File: config.mk
export PLATFORM = sky130hd
export DESIGN_NAME = delay_share_sched
export DESIGN_NICKNAME = d
export VERILOG_FILES = /design/src/rtl/delay_share_sched_pkg.sv /design/src/rtl/delay_share_sched_rr_arbiter.sv /design/src/rtl/delay_share_sched.sv
export SDC_FILE = /design/constraint.sdc
export NUM_CORES = 1
export LEC_CHECK = 0
export CORE_MARGIN = 2
export CORE_UTILIZATION = 30
export DETAILED_ROUTE_END_ITERATION = 8
export GPL_TIMING_DRIVEN = 1
export PLACE_DENSITY_LB_ADDON = 0.08
export SLEW_MARGIN = 20
export SYNTH_ARGS = -nofsm -noshare
export SYNTH_HDL_FRONTEND = slang
export SYNTH_HIERARCHICAL = 1
export SYNTH_SLANG_ARGS = --single-unit
File: constraint.sdc
create_clock -name CLK_I -period 8 [get_ports CLK_I]
set_clock_uncertainty 0.15 [all_clocks]
set_input_delay 1.6 -clock CLK_I [delete_from_list [all_inputs] [get_ports CLK_I]]
set_output_delay 1.6 -clock CLK_I [all_outputs]
set_load 0.01 [all_outputs]
File: src/rtl/delay_share_sched_pkg.sv
// Shared types and helpers for the delay-share scheduler and its arbiter.
package delay_share_sched_pkg;

    localparam int DLY_MIN = 1;

    // Default-configuration queue entry; the top builds the same layout from its own parameters.
    typedef struct packed {
        logic [7:0] data;
        logic [0:0] id;
        logic [7:0] due;
    } entry_t;

    function automatic int clog2(input int n);
        int r;
        r = 0;
        for (int i = 0; i < 31; i++) begin
            if ((1 << i) < n) r = i + 1;
        end
        return r;
    endfunction

endpackage

File: src/rtl/delay_share_sched_rr_arbiter.sv
// Round-robin arbiter: one-hot grant starting at the pointer, pointer advances past each grant.
module rr_arbiter
    import delay_share_sched_pkg::*;
#(
    parameter int N = 2
) (
    input  logic                  i_clk,
    input  logic                  i_rst,
    input  logic [N-1:0]          i_req,
    input  logic                  i_en,
    output logic [N-1:0]          o_gnt,
    output logic [clog2(N)-1:0]   o_idx,
    output logic                  o_any
);

    localparam int PW = clog2(N);

    logic [PW-1:0] r_ptr;
    logic [PW-1:0] w_cand;

    always_comb begin
        o_gnt  = '0;
        o_idx  = '0;
        o_any  = 1'b0;
        w_cand = '0;
        for (int k = 0; k < N; k++) begin
            w_cand = PW'((int'(r_ptr) + k) % N);
            if (i_en && !o_any && i_req[w_cand]) begin
                o_gnt[w_cand] = 1'b1;
                o_idx         = w_cand;
                o_any         = 1'b1;
            end
        end
    end

    always_ff @(posedge i_clk) begin
        if (i_rst) begin
            r_ptr <= '0;
        end else if (o_any) begin
            r_ptr <= (o_idx == PW'(N - 1)) ? '0 : o_idx + 1'b1;
        end
    end

endmodule

File: src/rtl/delay_share_sched.sv
// Shares one programmable fixed-latency delay among NREQ requesters via a
// round-robin grant and a timestamped circular pending queue.
module delay_share_sched
    import delay_share_sched_pkg::*;
#(
    parameter int WIDTH = 8,
    parameter int NREQ  = 2,
    parameter int DEPTH = 16,
    parameter int CW    = 8
) (
    input  logic                     CLK_I,
    input  logic                     RST_I,
    input  logic [NREQ-1:0]          REQ_I,
    input  logic [NREQ*WIDTH-1:0]    DATA_I,
    output logic [NREQ-1:0]          GNT_O,
    input  logic [CW-1:0]            DLY_I,
    output logic [CW-1:0]            DLY_ACT_O,
    output logic                     OUT_VALID_O,
    output logic [WIDTH-1:0]         OUT_DATA_O,
    output logic [clog2(NREQ)-1:0]   OUT_ID_O,
    output logic                     FULL_O,
    output logic                     EMPTY_O
);

    localparam int IDW = clog2(NREQ);
    localparam int AW  = clog2(DEPTH);

    typedef struct packed {
        logic [WIDTH-1:0] data;
        logic [IDW-1:0]   id;
        logic [CW-1:0]    due;
    } q_entry_t;

    q_entry_t         r_mem [DEPTH];
    logic [AW-1:0]    r_wp;
    logic [AW-1:0]    r_rp;
    logic [AW:0]      r_cnt;
    logic [CW-1:0]    r_timer;
    logic [CW-1:0]    r_dly;

    q_entry_t         w_head;
    logic             w_full;
    logic             w_empty;
    logic             w_pop;
    logic             w_en;
    logic             w_any;
    logic [NREQ-1:0]  w_gnt;
    logic [IDW-1:0]   w_idx;
    logic [WIDTH-1:0] w_push_data;

    function automatic logic [CW-1:0] dly_clamp(input logic [CW-1:0] d);
        return (d == '0) ? CW'(DLY_MIN) : d;
    endfunction

    assign w_full  = (r_cnt == (AW+1)'(DEPTH));
    assign w_empty = (r_cnt == '0);
    assign w_head  = r_mem[r_rp];
    assign w_pop   = !w_empty && (r_timer == w_head.due);
    // A full queue may still accept when its head leaves on the same edge.
    assign w_en    = !RST_I && (!w_full || w_pop);

    rr_arbiter #(.N(NREQ)) u_arb (
        .i_clk (CLK_I),
        .i_rst (RST_I),
        .i_req (REQ_I),
        .i_en  (w_en),
        .o_gnt (w_gnt),
        .o_idx (w_idx),
        .o_any (w_any)
    );

    always_comb begin
        w_push_data = '0;
        for (int r = 0; r < NREQ; r++) begin
            if (w_idx == IDW'(r)) w_push_data = DATA_I[r*WIDTH +: WIDTH];
        end
    end

    always_ff @(posedge CLK_I) begin
        if (w_any) begin
            r_mem[r_wp] <= '{data: w_push_data, id: w_idx, due: r_timer + r_dly};
        end
    end

    always_ff @(posedge CLK_I) begin
        if (RST_I) begin
            r_wp        <= '0;
            r_rp        <= '0;
            r_cnt       <= '0;
            r_timer     <= '0;
            r_dly       <= dly_clamp(DLY_I);
            OUT_VALID_O <= 1'b0;
            OUT_DATA_O  <= '0;
            OUT_ID_O    <= '0;
        end else begin
            r_timer <= r_timer + 1'b1;
            if (w_any) r_wp <= r_wp + 1'b1;
            if (w_pop) r_rp <= r_rp + 1'b1;
            case ({w_any, w_pop})
                2'b10:   r_cnt <= r_cnt + 1'b1;
                2'b01:   r_cnt <= r_cnt - 1'b1;
                default: r_cnt <= r_cnt;
            endcase
            // Delay changes only land while nothing is in flight, so queued dues stay ordered.
            if (w_empty && !w_any) r_dly <= dly_clamp(DLY_I);
            OUT_VALID_O <= w_pop;
            if (w_pop) begin
                OUT_DATA_O <= w_head.data;
                OUT_ID_O   <= w_head.id;
            end
        end
    end

    assign GNT_O     = w_gnt;
    assign DLY_ACT_O = r_dly;
    assign FULL_O    = w_full;
    assign EMPTY_O   = w_empty;

endmodule

# Yosys cells after proc, flatten, opt, wreduce, memory -nomap -nowiden
# Memory sizes are Yosys's and may differ from the RTL's. A register that Yosys moved wholly into a read port is not among the register bits.
# Index checks and enable logic that the tools add are counted.
op_classes:
  n_addsub: 8
  n_lt_le_gt_ge: 4
  eq_ne: 4
  muxes: 24
  bitwise_logic: 1
  n_reduce_logical: 18
op_table:
  columns: ["cell", "count"]
  rows:
  - ["two-way mux 8 bit", 4]
  - ["two-way mux 1 bit", 13]
  - ["one-hot mux 5 bit (2 select lines)", 1]
  - ["adder 4 x 1 -> 4 bit, second input constant", 2]
  - ["adder 8 x 1 -> 8 bit, second input constant", 1]
  - ["adder 8 bit", 1]
  - ["equality test 8 bit", 1]
  - ["logical AND 1 bit", 8]
  - ["logical NOT 8 bit", 1]
  - ["two-way mux 4 bit", 2]
  - ["adder 5 x 1 -> 5 bit, second input constant", 1]
  - ["equality test 5 bit, second input constant", 1]
  - ["logical NOT 1 bit", 5]
  - ["logical NOT 5 bit", 1]
  - ["subtractor 5 x 1 -> 5 bit, second input constant", 1]
  - ["less-than comparator 1 x 2 -> 1 bit, second input constant", 2]
  - ["two-way mux 2 bit", 2]
  - ["nonzero test 2 bit", 2]
  - ["adder 1 bit, second input constant", 2]
  - ["demux 1 bit (select 1 bit)", 2]
  - ["equality test 2 x 1 -> 1 bit, second input constant", 1]
  - ["equality test 2 bit, second input constant", 1]
  - ["greater-or-equal comparator 1 bit, second input constant", 2]
  - ["bitwise OR 2 bit", 1]
  - ["logical OR 1 bit", 1]
word_totals:
  register_bits: 40
  ramBits: 272
  inputBits: 28
  out_inout_bits: 22
  wordCells: 69
  n_memories: 1
memory_table:
  columns: ["memory", "depth", "word_bits", "read_ports", "rd_clocked_by_memory_dff", "write_ports", "line", "source"]
  rows:
  - ["r_mem", 16, 17, 1, 1, 1, "delay_share_sched.sv:34", "q_entry_t r_mem [DEPTH];"]

# Longest topological paths before layout
# Gate-level depths: netlist of run 1.
depth:
  ltp_word: 15
  depth_mapped: 23
  mapped_depth_nobuf: 18

# Modules after synthesis
# The synthesis of run 1 kept the hierarchy.
by_module_without_submodules:
  columns: ["module", "instances", "cells_per_inst", "area_each_um2", "seq_area_each_um2"]
  rows:
  - ["delay_share_sched", 1, 719, 13020.0, 9108.7]
  - ["rr_arbiter", 1, 11, 75.1, 20.0]

# Worst setup path after synthesis of run 1
# Ideal clock, no wire load.
synth_path:
  kind: "in2reg"
  from: "input RST_I"
  to: "register r_cnt[4]"
  setup_ps: 71
  arrival_time_ps: 4364
  t_required_ps: 7779
  slack_ps: 3415
  path_stages: 16
  n_path_buf: 4
  cell_sequence: "clkbuf_1 > clkbuf_1 > a21oi_1 > o21a_1 > clkbuf_1 > inv_1 > ha_1 > clkbuf_1 > xor2_1 > ha_1 > o21ai_0 > a21oi_1 > a21oi_1 > xor2_1 > or3_1 > a21oi_1"
synth_between:
  elab_chain_len: 10
  elab_cells_between_ends: 12
  cone_classes: "eq/ne (2); mux (3); reduce/logical (7)"
synth_rtl:
  columns: ["element", "line", "source"]
  rows:
  - ["start, declared", "delay_share_sched.sv:12", "input logic RST_I,"]
  - ["logical NOT 1 bit (*)", "delay_share_sched.sv:60", "assign w_en = !RST_I && (!w_full || w_pop);"]
  - ["logical AND 1 bit (*)", "delay_share_sched.sv:60", null]
  - ["net w_en", "delay_share_sched.sv:45", "logic w_en;"]
  - ["logical AND 1 bit", "delay_share_sched_rr_arbiter.sv:28", "if (i_en && !o_any && i_req[w_cand]) begin"]
  - ["two-way mux 1 bit", "delay_share_sched_rr_arbiter.sv:28", null]
  - ["logical NOT 1 bit", "delay_share_sched_rr_arbiter.sv:28", null]
  - ["logical AND 1 bit (2 in series)", "delay_share_sched_rr_arbiter.sv:28", null]
  - ["two-way mux 1 bit (*)", "delay_share_sched_rr_arbiter.sv:28", null]
  - ["net w_any", "delay_share_sched.sv:46", "logic w_any;"]
  - ["equality test 2 x 1 -> 1 bit / equality test 2 bit (equally long branches)", "delay_share_sched.sv:99", "case ({w_any, w_pop})"]
  - ["one-hot mux 5 bit (2 select lines) / nonzero test 2 bit (equally long branches)", null, null]
  - ["end signal, assigned", "delay_share_sched.sv:100", "2'b10: r_cnt <= r_cnt + 1'b1;"]
  - ["end signal, assigned", "delay_share_sched.sv:101", "2'b01: r_cnt <= r_cnt - 1'b1;"]
  - ["end signal, assigned", "delay_share_sched.sv:102", "default: r_cnt <= r_cnt;"]
  - ["end, declared", "delay_share_sched.sv:37", "logic [AW:0] r_cnt;"]
# The timed path passes the listed nets; every way through them passes the cells marked *.
# A chain may end at the register's enable or synchronous reset.

==> flow_summary.ini, run 1 <==
[clock_tree]
root_buffer = clkbuf_16
numCtsBuffers = 38
ctsHtreeMaxLevel = 2
cts.path.max_buffers = 3
insertion_delay_ns = 0.55
cts_tree = yes
post_cts_buffers = 0
clock-sinks = 316
cts_resized = 0
cts_hold_buf = 0
clk_pin_slew_ns = 0.06

[global_routing]
antenna_found_initial = 0
grt_first_pass_wirelength_um = 47960
grt_max_degree = 57
track_usage_pct = 15.03
grt_pass1_vias = 6998
gr-total-overflow = 0

[floorplan]
dieWidth_um = 212.9
initial_utilization_pct = 30.40
core_area_um2 = 43080
io_pins = 50
dieArea_um2 = 45340
fp.dieH_um = 212.9
rows = 76

[synth]
synth_nets = 776
synth_cell_types = 54
async_reset_ff_share_pct = 0
yosysTopAreaCell = edfxtp_1
ys.flop_type = edfxtp_1
synthTopCellsByArea = edfxtp_1, mux4_2, dfxtp_1, mux2i_1, ha_1
syn_avg_cell_area_um2 = 17.94
ys_seq_area_share_pct = 69.71
synth-seq-cells = 316
synth_edf_count = 280
synthCells = 730
yosysWarnings = 6
syn_area_um2 = 13100
synth_top_area_share_pct = 64.21

[place]
hpwl_um = 18830
globalplace.congestion = 0.7396
port_buffers = 49

[final_layout]
fill_cells = 4032
drive_gt1_share_pct = 20.90
final_cell_mix = edfxtp_1, mux4_2, mux2i_1, clkdlybuf4s50_1, clkbuf_16
diodes = 0
layout.nets = 839
syn_to_final_growth_pct = 18.56
final_common_cell = edfxtp_1

[min_path]
whs_path_depth = 2
hold_start = OUT_DATA_O[1]
hold_path.class = reg2reg

[sta]
max_slew.worst_pin.slew_ns = 0.9883
drv_slew = 0
finalHoldViolations = 0
setup_viol = 0
maxSlewHeadroom_pct = 34.11
fmax_mhz = 154.1
min_period_over_period_pct = 81.12
finalSetupTns_ns = 0
min_period_ns = 6.490
rsz0062_at_grt = false

[power_and_ir_drop]
internal-power_mw = 2.992
switchingPower_mw = 0.8167
power_frac_comb_pct = 4.8
power.share.sequential_pct = 49.0
p_total_mw = 3.809
powerDensity_nw_per_um2 = 245.3
pwr-share-clk_pct = 46.2
ir_drop_v = 0.0001137
leakagePower_nw = 5.008
swShare_pct = 21.44

[worst_setup_path]
startpoint_type = register
required_ns = 6.25
critPathMaxFanout = 17
crit_type = reg2out
worstRegToRegCells = 19
end_kind = output pin
arrival_ns = 4.74

[routing]
top_layer_used = met4
m1WireLength_um = 15200
vias = 6630
wl_met3_um = 1149
dr.first_iter.drc_count = 524
wl_per_cell_um = 23.38
routed_wl_um = 32920
via_per_inst = 4.709
first_pass_iters = 5
drt.antenna.violating_nets = 0
drc = 0
wl_met2_um = 15980

[run_status]
outcome = completed

[flow_run]
drv_cap = 0
-- power by group through the flow --
stage | Combinational [mW] | Sequential, mW | Clock [mW]
after detailed placement | 0.185 | 1.90 | 0
after global placement | 0.176 | 1.90 | 0
after global routing | 0.203 | 1.87 | 1.88
final | 0.183 | 1.86 | 1.76
after CTS | 0.185 | 1.87 | 1.81
after floorplan | 0.105 | 1.90 | 0
-- path summary, 6_finish.rpt --
kind	endpoint	slack, ns
min	OUT_DATA_O[1]	0.33
max reg2reg	r_cnt[4]	2.14
min reg2reg	OUT_DATA_O[1]	0.33
max	GNT_O[1]	1.51
-- sequential cells by signal, indices dropped and copies added, names as in the netlist, named ones only --
signal,count
r_mem,272
DLY_ACT_O,8
OUT_DATA_O,8
r_timer,8
r_cnt,5
r_rp,4
r_wp,4
OUT_ID_O,1
OUT_VALID_O,1
-- metrics by stage --
step                      area [µm²]  hold WS, ns  instances  utilization, %  setup WS [ns]
after global routing           15530       0.3515       1408           36.04          1.196
after floorplan                13100       0.3003        730               -          3.415
after global placement         14220       0.3137       1338           33.02          2.143
after detailed placement       14230       0.3230       1338           33.04          2.058
final                          15530       0.3306       1408           36.04          1.510
after CTS                      15500       0.3337       1408           35.99          1.451
-- kinds of logic (layout without fill, tap and decap cells) --
logic type      after synthesis  after routing  synth area share (%)
compound gates               47             47                 2.714
xor+xnor                     42             42                 2.809
fa+ha+maj                    18             18                 1.777
buf+inv                      56            149                 2.169
flops                       316            316                 69.71
mux                         131            131                 15.85
simple gates                120            120                 4.968
-- synthesized netlist by cell type, drive strengths merged (5+ instances only) --
cell type,n
edfxtp,280
mux2i,54
nor2,28
xor2,22
ha,17
nand4,5
nand3,5
buf,23
a21oi,17
inv,13
mux4,59
nand2,12
nor2b,9
nor3,9
xnor2,20
nand2b,22
clkbuf,20
mux2,18
dfxtp,36
and2,17
-- cell type report --
type | count | area [µm²] | area share [%]
clock buffers | 44 | 973.4 | 6.270
clock inverters | 26 | 299.0 | 1.926
inverters | 13 | 48.80 | 0.3143
multi-input cells | 358 | 3724 | 23.98
flip-flops and latches | 316 | 9136 | 58.84
well taps | 585 | 732.0 | 4.714
repair buffers | 66 | 613.1 | 3.949
-- critical path, cell delays in order (launching register included) --
cell and delay [ns]:
dfxtp_1 0.97, buf_4 0.42, mux4_2 0.54, mux2i_1 0.23, nand2_1 0.07, nand4b_1 0.21
a22oi_2 0.23, nand4_1 0.29, a21oi_1 0.36, nand2_1 0.17, a21oi_1 0.14, clkdlybuf4s50_1 0.55
-- routing by layer --
metal | vias to the layer above | track usage, %
li1 | 2972 | -
met1 | 3501 | 20.14
met2 | 116 | 24.99
met3 | 41 | 2.927
met4 | 0 | 3.979
met5 | - | 0
Note: power is estimated with default switching activity, not from simulation.
==> inputs of run 2 (changes only) <==
==> constraint.sdc (replaced) <==
create_clock -name CLK_I -period 5.8 [get_ports CLK_I]
set_clock_uncertainty 0.15 [all_clocks]
set_input_delay 1.16 -clock CLK_I [delete_from_list [all_inputs] [get_ports CLK_I]]
set_output_delay 1.16 -clock CLK_I [all_outputs]
set_load 0.01 [all_outputs]
==> flow_summary.ini, run 2 (synthesis gave the netlist of run 1 again) <==
[run_status]
outcome = completed

[sta]
min_period_ns = 5.422
min_period_over_period_pct = 93.49
whs_ns = 0.3262
fin_ws_ns = 0.3775
finalHoldViolations = 0
setup_viol = 0
max_slew.worst_pin.slew_ns = 0.7798
finalSetupTns_ns = 0
rsz0062_at_grt = false
drv_slew = 0
maxSlewHeadroom_pct = 47.76
fmax_mhz = 184.4

[min_path]
hold_path.class = reg2reg

[clock_tree]
numCtsBuffers = 37
insertion_delay_ns = 0.53
cts_resized = 0
clk_pin_slew_ns = 0.06
ctsHtreeMaxLevel = 2
root_buffer = clkbuf_16
clock-sinks = 316
cts.path.max_buffers = 3
cts_tree = yes

[worst_setup_path]
crit_top_cell = a21oi_1
rrSetupSlack_ns = 0.64
required_ns = 4.49
slowest_stage = dfxtp_4
end_kind = output pin
crit_end = GNT_O[1]
crit_buf_inv = 1
crit_type = reg2out
rr_endpoint = r_cnt[4]
crit_chain = mux4_2 > xor2_1 > a41oi_1 > a22oi_2 > nand4_1 > a21oi_1 > nand2_1 > a21oi_1 > clkdlybuf4s50_1
startpoint_type = register
cp_num_cells = 9
path_delay_family = compound AO/OA/AOI/OAI gates
arrival_ns = 4.11
worstRegToRegCells = 17
crit_path_max_incr_delay_ns = 0.68
critPathMaxFanout = 29

[global_routing]
met2_usage_pct = 24.76
track_usage_pct = 15.10
use_met1_pct = 20.21
gr-total-overflow = 0
grt_first_pass_wirelength_um = 48310
grt_pass1_vias = 7143
met3_usage_pct = 2.897
antenna_found_initial = 0
grt_max_degree = 48
grt_busiest_layer = met2

[flow_run]
drv_cap = 0

[final_layout]
largest_register_ffs = 272
final_util_pct = 36.12
layout.nets = 850
drive_gt1_share_pct = 20.46
syn_to_final_growth_pct = 18.82
diodes = 0
final_common_cell = edfxtp_1
final_cell_mix = edfxtp_1, mux4_2, mux2i_1, clkdlybuf4s50_1, clkbuf_16
regMostFlops = r_mem

[floorplan]
dieArea_um2 = 45340
rows = 76
io_pins = 50
core_area_um2 = 43080
fp.dieH_um = 212.9
initial_utilization_pct = 30.40
dieWidth_um = 212.9

[power_and_ir_drop]
power.share.sequential_pct = 51.2
internal-power_mw = 3.976
pwr-share-clk_pct = 43.7
power_frac_comb_pct = 5.1
swShare_pct = 20.94
powerDensity_nw_per_um2 = 323.2
ir_drop_v = 0.0001572
leakagePower_nw = 5.023
switchingPower_mw = 1.053

[routing]
drt.antenna.violating_nets = 0
drc = 0
wl_per_cell_um = 23.34
routed_wl_um = 32930
vias = 6642
via_per_inst = 4.707
first_pass_iters = 4
dr.first_iter.drc_count = 463

[place]
place_ws_ns = 0.5295
hpwl_um = 19770
globalplace.congestion = 0.7511
port_buffers = 49
[run 2: changes by cell type in the layout (fill, tap and decap cells not counted), moves of 2 or more]
cell | before | now
buf_12 | 0 | 5
and2_2 | 6 | 0
clkinv_2 | 7 | 2
inv_6 | 3 | 1
bufinv_16 | 6 | 2
clkbuf_1 | 6 | 11
clkinv_1 | 7 | 4
and2_1 | 11 | 17
buf_4 | 17 | 23
[run 2: cell type report]
| type | instances | area, µm² |
|---|---|---|
| well taps | 585 | 732.0 |
| fillers | 4017 | 27520 |
| inverters | 13 | 48.80 |
| clock inverters | 10 | 101.3 |
| repair buffers | 78 | 785.8 |
| flip-flops and latches | 316 | 9138 |
| multi-input cells | 358 | 3724 |
| clock buffers | 51 | 1031 |
[run 2: worst min path at each step]
| stage | to | slack [ns] | cells past startpoint | start |
|---|---|---|---|---|
| after floorplan | r_timer[0] | 0.30 | 1 | r_timer[0] |
| after global placement | OUT_DATA_O[5] | 0.32 | 2 | OUT_DATA_O[5] |
| after detailed placement | OUT_ID_O | 0.33 | 2 | OUT_ID_O |
| after CTS | OUT_ID_O | 0.33 | 2 | OUT_ID_O |
| after global routing | OUT_ID_O | 0.36 | 2 | OUT_ID_O |
| final | OUT_ID_O | 0.33 | 2 | OUT_ID_O |
[run 2: power by group through the flow]
stage | Sequential [mW] | Combinational [mW] | Clock, mW
after floorplan | 2.61 | 0.144 | 0
after global routing | 2.58 | 0.286 | 2.35
final | 2.57 | 0.257 | 2.20
after detailed placement | 2.62 | 0.263 | 0
after CTS | 2.57 | 0.264 | 2.27
after global placement | 2.62 | 0.250 | 0
[run 2: stage by stage]
| stage | instances | total power [mW] | cell area (µm²) |
|---|---|---|---|
| after CTS | 1410 | 5.109 | 15520 |
| final | 1411 | 5.029 | 15560 |
| after detailed placement | 1349 | 2.884 | 14390 |
| after global placement | 1349 | 2.870 | 14360 |
| after floorplan | 730 | 2.759 | 13100 |
| after global routing | 1411 | 5.218 | 15560 |
[run 2: timing repair]
item / CTS / global route
buffers inserted: 0 / 1
setup endpoints to repair: 0 / 1
hold buffers: 0 / 0
[run 2: tightest hold or removal path, stage by stage (launching register included)]
cell,delay [ns]
dfxtp_1,0.31
nand2b_1,0.06
mux2i_1,0.06
[run 2: metal layers]
| layer | routed length, µm | share of wire, % | vias up |
|---|---|---|---|
| met3 | 1667 | 5.1 | 45 |
| met2 | 15710 | 48 | 137 |
| met5 | 0 | 0 | - |
| li1 | - | - | 2993 |
| met1 | 14840 | 45 | 3467 |
| met4 | 710 | 2.2 | 0 |
